## config.mk

```make
export PLATFORM = sky130hd
export DESIGN_NAME = ulpb_ctrl_flat
export DESIGN_NICKNAME = d
export VERILOG_FILES = /design/src/rtl/ulpb_ctrl_if.sv /design/src/rtl/ulpb_ctrl.sv /design/src/flat_wrapper.sv
export SDC_FILE = /design/constraint.sdc
export NUM_CORES = 1
export LEC_CHECK = 0
export ABC_AREA = 0
export ABC_CLOCK_PERIOD_IN_PS = 5500
export CELL_PAD_IN_SITES_DETAIL_PLACEMENT = 0
export CELL_PAD_IN_SITES_GLOBAL_PLACEMENT = 1
export CORE_ASPECT_RATIO = 0.8
export CORE_MARGIN = 3
export CORE_UTILIZATION = 46
export DETAILED_ROUTE_END_ITERATION = 6
export PLACE_DENSITY_LB_ADDON = 0.15
export SKIP_CTS_REPAIR_TIMING = 1
export SYNTH_ARGS = -nofsm -noshare
export SYNTH_HDL_FRONTEND = slang
export SYNTH_SLANG_ARGS = --single-unit
```

## constraint.sdc

```tcl
create_clock -name CLK -period 5.5 [get_ports CLK]
set_input_delay 0.55 -clock CLK [delete_from_list [all_inputs] [get_ports CLK]]
set_output_delay 0.55 -clock CLK [all_outputs]
set_load 0.05 [all_outputs]
```

## src/rtl/ulpb_ctrl_if.sv

```systemverilog
// ULPB ring-side signal bundle for the bus controller.
// master: the clock-generating controller. slave: the ring / member side.
interface ulpb_ctrl_if;
    logic       CLKIN;        // bus clock returning from the last ring member
    logic       DIN;          // bus data returning from the last ring member
    logic       FORCE_INT;    // local request to terminate the current message
    logic       CLKOUT;       // bus clock driven into the ring
    logic       DOUT;         // bus data driven into the ring
    logic       BUS_BUSY;     // controller is not idle
    logic       MSG_DONE;     // one-cycle pulse on return to idle
    logic [1:0] MSG_CTRL;     // {control bit 0, control bit 1} of the last message
    logic       MSG_TIMEOUT;  // last message ended on a bit-count timeout

    modport master (
        input  CLKIN,
        input  DIN,
        input  FORCE_INT,
        output CLKOUT,
        output DOUT,
        output BUS_BUSY,
        output MSG_DONE,
        output MSG_CTRL,
        output MSG_TIMEOUT
    );

    modport slave (
        output CLKIN,
        output DIN,
        output FORCE_INT,
        input  CLKOUT,
        input  DOUT,
        input  BUS_BUSY,
        input  MSG_DONE,
        input  MSG_CTRL,
        input  MSG_TIMEOUT
    );
endinterface

```

## src/rtl/ulpb_ctrl.sv

```systemverilog
// ULPB ring bus controller.
// Idle: bus clock parked high. A member pulling DIN low starts a message;
// the controller then divides CLK into the bus clock, forwards ring data,
// closes the message with the interrupt pattern (member request, local
// FORCE_INT or bit-count timeout), clocks two control bits and goes idle.
module ulpb_ctrl #(
    parameter int CLK_DIV        = 4,     // CLK cycles per bus-clock half period (>= 4)
    parameter int MAX_BIT_CYCLES = 1024,  // bus-clock rises per message before timeout
    parameter int CNT_W          = 16     // bit counter width, 2^CNT_W > MAX_BIT_CYCLES
) (
    input  logic        CLK,
    input  logic        RESET,
    ulpb_ctrl_if.master bus
);

    localparam int                PH_W    = (CLK_DIV > 1) ? $clog2(CLK_DIV) : 1;
    localparam logic [PH_W-1:0]   PH_LAST = PH_W'(CLK_DIV - 1);
    localparam logic [CNT_W-1:0]  MAX_CNT = CNT_W'(MAX_BIT_CYCLES);

    typedef enum logic [2:0] {
        S_IDLE,
        S_START,
        S_ACTIVE,
        S_INT_DRIVE,
        S_CTRL0,
        S_CTRL1,
        S_BACK_IDLE
    } state_t;

    // Synchronizer stages, bit 1 = CLKIN, bit 0 = DIN
    logic [1:0]       r_sync_meta;
    logic [1:0]       r_sync;
    logic [1:0]       w_async_in;
    logic             w_din_s;
    logic             w_clkin_s;

    // Controller state and registered outputs
    state_t           r_state;
    logic [PH_W-1:0]  r_phase;
    logic [1:0]       r_seg;         // INT_DRIVE segment (4 segments of CLK_DIV cycles)
    logic [CNT_W-1:0] r_bit_cnt;
    logic             r_clkout;
    logic             r_dout;
    logic             r_busy;
    logic             r_done;
    logic [1:0]       r_ctrl;        // published control bits
    logic [1:0]       r_ctrl_cap;    // control bits captured during the current message
    logic             r_timeout;     // published timeout flag
    logic             r_to_pend;     // timeout flag of the current message

    // Cycle qualifiers and interrupt trigger terms
    logic             w_wrap;
    logic             w_member_req;
    logic             w_bit_limit;
    logic             w_trigger;
    logic             w_timeout_only;

    assign w_async_in = {bus.CLKIN, bus.DIN};
    assign w_clkin_s  = r_sync[1];
    assign w_din_s    = r_sync[0];

    // The phase counter wraps on the last cycle of each half period; with
    // CLKOUT high that is the "last high cycle" where decisions are taken.
    assign w_wrap         = (r_phase == PH_LAST);
    assign w_member_req   = ~w_clkin_s;
    assign w_bit_limit    = (r_bit_cnt >= MAX_CNT);
    assign w_trigger      = w_member_req | bus.FORCE_INT | w_bit_limit;
    // Timeout is reported only when nothing else asked for the interrupt
    assign w_timeout_only = w_bit_limit & ~w_member_req & ~bus.FORCE_INT;

    // Two-flop synchronizers for the ring return signals; park at the idle level
    always_ff @(posedge CLK or posedge RESET) begin
        if (RESET) begin
            r_sync_meta <= 2'b11;
            r_sync      <= 2'b11;
        end else begin
            r_sync_meta <= w_async_in;
            r_sync      <= r_sync_meta;
        end
    end

    // Message sequencer: bus clock generation, data forwarding, interrupt
    // pattern, control-bit capture and completion reporting
    always_ff @(posedge CLK or posedge RESET) begin
        if (RESET) begin
            r_state    <= S_IDLE;
            r_phase    <= '0;
            r_seg      <= 2'd0;
            r_bit_cnt  <= '0;
            r_clkout   <= 1'b1;
            r_dout     <= 1'b1;
            r_busy     <= 1'b0;
            r_done     <= 1'b0;
            r_ctrl     <= 2'b00;
            r_ctrl_cap <= 2'b00;
            r_timeout  <= 1'b0;
            r_to_pend  <= 1'b0;
        end else begin
            r_done <= 1'b0;

            // Phase runs continuously whenever a message is in progress
            if (r_state != S_IDLE) begin
                r_phase <= w_wrap ? '0 : r_phase + 1'b1;
            end

            case (r_state)
                S_IDLE: begin
                    r_clkout <= 1'b1;
                    r_dout   <= 1'b1;
                    if (!w_din_s) begin
                        r_state <= S_START;
                        r_phase <= '0;
                        r_busy  <= 1'b1;
                    end
                end

                // One extra high half period announces the message
                S_START: begin
                    if (w_wrap) begin
                        r_clkout <= 1'b0;
                        r_dout   <= w_din_s;
                        r_state  <= S_ACTIVE;
                    end
                end

                S_ACTIVE: begin
                    if (w_wrap) begin
                        if (!r_clkout) begin
                            // Rising edge: count the bit, saturate at all ones
                            r_clkout <= 1'b1;
                            if (r_bit_cnt != '1) begin
                                r_bit_cnt <= r_bit_cnt + 1'b1;
                            end
                        end else if (w_trigger) begin
                            // Keep the clock high and start the interrupt pattern
                            r_state   <= S_INT_DRIVE;
                            r_seg     <= 2'd0;
                            r_dout    <= 1'b1;
                            r_to_pend <= w_timeout_only;
                        end else begin
                            // Falling edge: forward the ring data
                            r_clkout <= 1'b0;
                            r_dout   <= w_din_s;
                        end
                    end
                end

                // DOUT 1,0,1,0 with the clock held high, then release the clock
                S_INT_DRIVE: begin
                    if (w_wrap) begin
                        if (r_seg == 2'd3) begin
                            r_clkout <= 1'b0;
                            r_dout   <= w_din_s;
                            r_state  <= S_CTRL0;
                        end else begin
                            r_seg  <= r_seg + 2'd1;
                            r_dout <= ~r_dout;
                        end
                    end
                end

                // Control bits: sampled on the last high cycle, forwarded on the fall
                S_CTRL0, S_CTRL1: begin
                    if (w_wrap) begin
                        if (!r_clkout) begin
                            r_clkout <= 1'b1;
                        end else begin
                            r_clkout <= 1'b0;
                            if (r_state == S_CTRL0) begin
                                r_ctrl_cap[1] <= w_din_s;
                                r_dout        <= w_din_s;
                                r_state       <= S_CTRL1;
                            end else begin
                                r_ctrl_cap[0] <= w_din_s;
                                r_dout        <= 1'b1;
                                r_state       <= S_BACK_IDLE;
                            end
                        end
                    end
                end

                // Last bus period with DOUT high; the clock stays high into IDLE
                S_BACK_IDLE: begin
                    r_dout <= 1'b1;
                    if (w_wrap) begin
                        if (!r_clkout) begin
                            r_clkout <= 1'b1;
                        end else begin
                            r_state   <= S_IDLE;
                            r_phase   <= '0;
                            r_busy    <= 1'b0;
                            r_done    <= 1'b1;
                            r_ctrl    <= r_ctrl_cap;
                            r_timeout <= r_to_pend;
                            r_bit_cnt <= '0;
                        end
                    end
                end

                default: begin
                    r_state  <= S_IDLE;
                    r_clkout <= 1'b1;
                    r_dout   <= 1'b1;
                    r_busy   <= 1'b0;
                end
            endcase
        end
    end

    assign bus.CLKOUT      = r_clkout;
    assign bus.DOUT        = r_dout;
    assign bus.BUS_BUSY    = r_busy;
    assign bus.MSG_DONE    = r_done;
    assign bus.MSG_CTRL    = r_ctrl;
    assign bus.MSG_TIMEOUT = r_timeout;

endmodule

```

## src/flat_wrapper.sv

```systemverilog
// flat-port wrapper written by rule: the top's interface ports become plain ports
module ulpb_ctrl_flat 
#(
    parameter int CLK_DIV        = 4,                                                   
    parameter int MAX_BIT_CYCLES = 1024,                                               
    parameter int CNT_W          = 16                                                   
)
  (CLK, RESET, bus_CLKIN, bus_DIN, bus_FORCE_INT, bus_CLKOUT, bus_DOUT, bus_BUS_BUSY, bus_MSG_DONE, bus_MSG_CTRL, bus_MSG_TIMEOUT);
  ulpb_ctrl_if bus_i ();
  input  logic CLK;
  input  logic RESET;
  input wire logic [$bits(bus_i.CLKIN)-1:0] bus_CLKIN;
  input wire logic [$bits(bus_i.DIN)-1:0] bus_DIN;
  input wire logic [$bits(bus_i.FORCE_INT)-1:0] bus_FORCE_INT;
  output wire logic [$bits(bus_i.CLKOUT)-1:0] bus_CLKOUT;
  output wire logic [$bits(bus_i.DOUT)-1:0] bus_DOUT;
  output wire logic [$bits(bus_i.BUS_BUSY)-1:0] bus_BUS_BUSY;
  output wire logic [$bits(bus_i.MSG_DONE)-1:0] bus_MSG_DONE;
  output wire logic [$bits(bus_i.MSG_CTRL)-1:0] bus_MSG_CTRL;
  output wire logic [$bits(bus_i.MSG_TIMEOUT)-1:0] bus_MSG_TIMEOUT;
  assign bus_i.CLKIN = bus_CLKIN;
  assign bus_i.DIN = bus_DIN;
  assign bus_i.FORCE_INT = bus_FORCE_INT;
  assign bus_CLKOUT = bus_i.CLKOUT;
  assign bus_DOUT = bus_i.DOUT;
  assign bus_BUS_BUSY = bus_i.BUS_BUSY;
  assign bus_MSG_DONE = bus_i.MSG_DONE;
  assign bus_MSG_CTRL = bus_i.MSG_CTRL;
  assign bus_MSG_TIMEOUT = bus_i.MSG_TIMEOUT;
  ulpb_ctrl #(.CLK_DIV(CLK_DIV), .MAX_BIT_CYCLES(MAX_BIT_CYCLES), .CNT_W(CNT_W)) u_core (.CLK(CLK), .RESET(RESET), .bus(bus_i));
endmodule
```

==> metrics, run 1 <==
sum of negative setup slack=0 ns; Total Wirelength=4.14 mm; Fillers=a little under 400; overall routing resource usage=17.5%; Post-synth ARST share=100%; post-synthesis sequential area ratio=45.0%; CP Buf/Inv Count=1; vias=between 1,500 and 2,000; XOR/XNOR share of the synthesized area=0.422%; clk slew on worst S/H paths=0.08 ns; Die W=81.1 um; Clk Latency, worst-skew pair=0.29 ns; Final ANT Viol Nets=0; min Tclk post-route=2.27 ns; # rows=21; die area=0.00536 mm2; Synth Area in Simple Gates=between 20% and 30%; Critical-path top delay cell=clkdlybuf4s50_1; Setup-failing EPs final=0; nets=235; TritonRoute pass-1 iters=5; area of the multi-input gates=0.00104 mm2; Synth Area in Adders=2.41%; flop and latch count out of synthesis=37; hold crit path type=flip-flop to flip-flop; Vias/cell=5.76; Top FF cell, synth=dfrtp_1; first-pass GRT wire length=between 7 and 8 mm; Fmax=441 MHz; Period Utilization, post-route=41.2%; I/O pins=12; CTS Root Cell=clkbuf_8; Initial Util=48.7%; Critical Path AT=1.72 ns; H-tree Lvls=2; initial antenna violation count=0; Worst Path Class, Setup=flip-flop to output pin; clk_skew=0.00244 ns; vias in the first global route=1,561; Post-synth EDFFs=0; Max Cap Violations=0; Slew Limit Fails=0; worst path cell trace=clkdlybuf4s50_1; Antenna Diode Count=0; total gr overflow=0; Yosys cell types=55; top cell type's share of synthesized area=37.4%; Top Family by Delay on Critical Path=buffers and inverters; storage element area=933 um2; Ys Warns=0; flop2flop setup slack=around 3.4 ns; fin cells=~280; CP Max Fanout=8; most frequent cells in the layout=37 x nand2_1, 31 x dfrtp_1, 12 x mux2i_1; synth top area cells=dfrtp_1 37%, dfstp_2 7.6%, nand2_1 6.7%; Area growth syn-to-layout=10.7%; CTS buffer count=5; CP Capture Type=output pin; DRT iter0 DRCs=122; power per cell area=roughly 380 mW/mm2; Max IR drop VDD=179 uV; port buffer count=11; Core Area=0.00426 mm2; Post-Syn Area per Cell=9.52 um2; max_slew headroom=around three fifths; outcome=finished, final reports clean; post-synthesis mux area share=7.42%; static leakage=0.996 nW; area fraction in compound gates after synthesis=approximately an eighth; clk buf depth=2; post-placement cell count=276; CP peak stage delay=0.82 ns; Hold Vio Cnt, Final=0; required time of the critical path=4.95 ns; Avg WL per Cell=14.6 um; post-route setup slack=3.23 ns; share of layout cells above drive strength 1=11.9%; largest family of logic cells by synthesized area=simple AND/OR/NAND/NOR gates; HPWL after DPL=2.95 mm; CTS tree=done; commonest non-fill, non-tap cell in the layout=nand2_1; Post-route DRC=0; Worst Tran Pin Value=just under 0.6 ns; Synth Instances=218; crit path launch type=flip-flop; pin count of the biggest net entering global routing=38; Post-Syn Area=0.00207 mm2; Tot Pwr=~0.00086 W; Post-Place Worst Slack=~3.5 ns; clock sinks=37; RSZ-0062 raised after global routing=no; top cell type by total area after synthesis=dfrtp_1; RePlAce Congestion=0.789; die height=approximately 66 um; syn_nets=227
## path summary, 6_finish.rpt
check / cells after the start / to / from
max in group asynchronous: 3 / u_core.bus.DOUT / RESET
min in group asynchronous: 3 / u_core.bus.MSG_CTRL[0] / RESET
hold reg to reg: 0 / u_core.r_sync[0] / u_core.r_sync_meta[0]
setup reg to reg: 4 / u_core.r_bit_cnt[11] / u_core.r_state[1]
hold / removal: 0 / u_core.r_sync[0] / u_core.r_sync_meta[0]
setup / recovery: 1 / bus_CLKOUT / u_core.bus.CLKOUT
## layout make-up
type	count	share of cell area, %
clock buffer	5	3.00
inverter	12	1.96
tap	57	3.10
sequential	37	40.6
timing repair buffer	12	5.12
multi-input combinational	158	45.3
clock inverter	3	0.926
## state kept, by name (all words and copies together), names as in the netlist
| register | count |
|---|---|
| u_core.bus.MSG_CTRL | 2 |
| u_core.r_ctrl_cap | 2 |
| u_core.r_phase | 2 |
| u_core.r_seg | 2 |
| u_core.bus.DOUT | 1 |
| u_core.r_to_pend | 1 |
| u_core.r_sync_meta | 2 |
| u_core.bus.CLKOUT | 1 |
| u_core.r_sync | 2 |
| u_core.bus.BUS_BUSY | 1 |
| u_core.bus.MSG_TIMEOUT | 1 |
| u_core.r_state | 3 |
| u_core.r_bit_cnt | 16 |
| u_core.bus.MSG_DONE | 1 |
## stage by stage
| stage | hold WS (ns) | util (%) | instance area [um2] |
|---|---|---|---|
| after floorplan | 0.345 | - | 2070 |
| after global placement | 0.345 | 51.9 | 2210 |
| after detailed placement | 0.348 | 51.9 | 2210 |
| after CTS | 0.360 | 54.0 | 2300 |
| after global routing | 0.366 | 54.0 | 2300 |
| final | 0.359 | 54.0 | 2300 |
## per-layer routing
layer	vias to the layer above	track usage, %	part of all wire [%]
met1	798	26.6	55
met3	5	4.09	3.6
met5	-	0	0
met2	33	24.0	41
met4	0	5.70	1.2
li1	799	-	-
## synthesized netlist by cell type, types with 2 or more instances
master,number
buf_2,3
mux2_2,3
clkbuf_1,6
o21ai_0,8
nor3b_1,2
inv_1,11
nand4_1,4
nand3_1,10
nor2_1,10
mux2i_1,12
a41o_1,2
a21oi_1,7
o31ai_1,5
nand3b_1,2
and4_1,2
nand2b_1,3
or4_1,2
or3_1,3
dfstp_2,6
and3_1,2
ha_1,4
nor2b_1,3
nand2_1,37
o211ai_1,4
and2_1,2
dfrtp_1,31
nor3_1,6
## power breakdown
group          leakage [nW]  total, W  internal, W  switching (W)
Sequential            0.477  0.000389     0.000321      0.0000684
Clock                0.0445  0.000197    0.0000900       0.000107
Combinational         0.475  0.000276     0.000127       0.000148
## worst register-to-register path, delay by kind of cell (launching register included)
family / cells / cell delay (ns)
simple gates: 3 / 0.99
flops: 1 / 0.66
compound gates: 1 / 0.29
## cells by family (layout without fill, tap and decap cells)
kind of cell,after synthesis,in the layout
XOR/XNOR,1,1
AO/OA/AOI/OAI,39,39
adder cells (fa/ha/maj),4,4
AND/OR/NAND/NOR,99,99
flip-flops,37,37
buffers and inverters,23,32
multiplexers,15,15
Power figures use the tool's default switching activity.
==> inputs of run 2 (changes only) <==
ABC_CLOCK_PERIOD_IN_PS = 1900   (was 5500)
CORE_UTILIZATION = 41   (was 46)
clock period = 1.9 ns   (was 5.5 ns; I/O delays follow)
==> run 2 against run 1 <==
  * Critical endpoint is now u_core.r_state[0]
  * Die area up 11%
  * Cell area increased by 6.7%
  * Register-to-register slack worse by 3.4 ns
  * First-iteration DRC count fell by 27%
  * Hold slack got worse by 0.055 ns
  * Via count rose by 4.5%
  * Count of clock-buffer cells in the layout rose by 1
  * Global-route usage fell by 1.2 points
  * Sequential power increased to 2.7 times the previous value
  * Flip-flop and latch count is the same
==> metrics, run 2 (same netlist as run 1, synthesis figures left out) <==
outcome=finished, final reports clean; initial antenna violation count=0 (unchanged); hold wc startpoint=bus_CLKIN; Vias/cell=5.66 (-1.7%); die height=69.6 um (+5.4%); Fillers=462 (+17%); min Tclk post-route=1.85 ns; static leakage=1.09 nW (+9.1%); Max Cap Violations=0 (unchanged); Worst Reg2Reg Path Length in Cells=4 (unchanged); CTS tree=done; Post-route DRC=0 (unchanged); post-placement cell area=0.00235 mm2 (+6.3%); Final ANT Viol Nets=0 (unchanged); CP Max Fanout=5 (-3); Post-Place Worst Slack=0.0286 ns (-3.43 ns); first-pass GRT wire length=7.76 mm (+7.3%); reg-to-reg endpoint=u_core.r_state[0]; CTS buffer count=5 (unchanged); storage element area=935 um2 (+0.13%); overall routing resource usage=16.3% (-1.2 points); I/O pins=12 (unchanged); # rows=22 (+4.8%); TritonRoute pass-1 iters=4 (-1); most frequent cells in the layout=37 x nand2_1, 30 x dfrtp_1, 15 x buf_4; port buffer count=11 (unchanged); biggest regs=u_core.r_bit_cnt x16, u_core.r_state x3; final core occ=51.8% (-2.2 points); Final Cell Area=0.00245 mm2 (+6.7%); area of the multi-input gates=0.00106 mm2 (+2.0%); Initial Util=43.8% (-4.9 points); Antenna Diode Count=0 (unchanged); crit path from=u_core.r_bit_cnt[15]; HPWL after DPL=3.28 mm (+11%); CTS Root Cell=clkbuf_8; RePlAce Congestion=0.841 (+6.5%); Critical R2R Launch=u_core.r_bit_cnt[15]; Clk Latency, worst-skew pair=0.29 ns (about the same); Area growth syn-to-layout=18.2%; Hold Path Sink=u_core.r_sync_meta[1]; Hold Vio Cnt, Final=0 (unchanged); Die W=85.5 um (+5.5%); pin count of the biggest net entering global routing=38 (unchanged); clk slew on worst S/H paths=0.08 ns (about the same); clk_skew=0.00567 ns (+0.00323 ns); post-placement cell count=294 (+6.5%); Largest register FFs=16 (unchanged); total gr overflow=0 (unchanged); required time of the critical path=2.07 ns (-2.88 ns); Setup-failing EPs final=0 (unchanged); Worst Path Class, Setup=flip-flop to flip-flop; DRT iter0 DRCs=89 (-27%); Period Utilization, post-route=97.5%; Worst Tran Pin Value=0.529 ns (-0.0573 ns); Core Area=0.00473 mm2 (+11%); nets=250 (+6.4%); Hold Path Depth=1 (+1); clk buf depth=2 (unchanged); post-route setup slack=0.0470 ns (-3.19 ns); Max IR drop VDD=542 uV (+200%); Total Wirelength=4.48 mm (+8.1%); hold crit path type=input pin to flip-flop; vias=1,709 (+4.5%); Slew Limit Fails=0 (unchanged); commonest non-fill, non-tap cell in the layout=nand2_1; Avg WL per Cell=14.8 um (+1.7%); flop2flop setup slack=0.05 ns (-3.39 ns); share of layout cells above drive strength 1=19.4% (+7.5 points); Biggest register=u_core.r_bit_cnt; power per cell area=1070 mW/mm2 (+190%); clock sinks=37 (unchanged); Critical Path AT=2.03 ns (+0.31 ns); CP Capture Type=flip-flop; fin cells=302 (+6.3%); vias in the first global route=1,604 (+2.8%); H-tree Lvls=2 (unchanged); max_slew headroom=64.6% (+4.1 points); die area=0.00595 mm2 (+11%); Fmax=540 MHz; RSZ-0062 raised after global routing=yes; crit path launch type=flip-flop
## run 2: through the flow
stage / power (W) / hold WS (ns) / TNS (ns)
after global placement: 0.00204 / 0.347 / 0
after detailed placement: 0.00206 / 0.348 / 0
after global routing: 0.00282 / 0.288 / -0.0980
final: 0.00263 / 0.305 / 0
after CTS: 0.00261 / 0.293 / -0.00235
after floorplan: 0.00178 / 0.194 / 0
## run 2: worst max path at each step
| stage | end | slack [ns] | cells after the start |
|---|---|---|---|
| after global routing | u_core.r_state[0] | -0.08 | 4 |
| after floorplan | u_core.r_bit_cnt[0] | 0.05 | 6 |
| after detailed placement | u_core.r_bit_cnt[10] | 0.03 | 5 |
| after CTS | u_core.r_bit_cnt[10] | -0.002 | 5 |
| after global placement | u_core.r_bit_cnt[14] | 0.08 | 5 |
| final | u_core.r_state[0] | 0.05 | 4 |
## run 2: power by group
part           switching, W  internal (W)
registers          0.000113      0.000934
logic              0.000569      0.000476
clock network      0.000282      0.000254
## run 2: metal layers
layer	share of wire, %	up-vias	global-route usage [%]
li1	-	831	-
met1	52	833	24.0
met2	43	41	22.4
met3	3.9	4	5.46
met4	0.85	0	4.39
met5	0	-	0
## run 2: critical path, stage by stage (launching register included)
cell	delay, ns
dfrtp_1	0.42
or4_4	0.56
nor4_4	0.36
o31ai_1	0.13
mux2_4	0.27
## run 2: cell type report
| cell class | count | share of cell area, % |
|---|---|---|
| Multi-Input combinational cell | 158 | 43.3 |
| Sequential cell | 37 | 38.1 |
| Timing Repair Buffer | 27 | 10.3 |
| Tap cell | 60 | 3.06 |
| Clock buffer | 6 | 2.96 |
| Inverter | 12 | 1.84 |
| Clock inverter | 2 | 0.408 |
==> inputs of run 3 (changes only) <==
HOLD_SLACK_MARGIN = 0.1   (was not set)
==> results of run 3 <==
Final layout, timing and power as in run 2 (identical DEF).
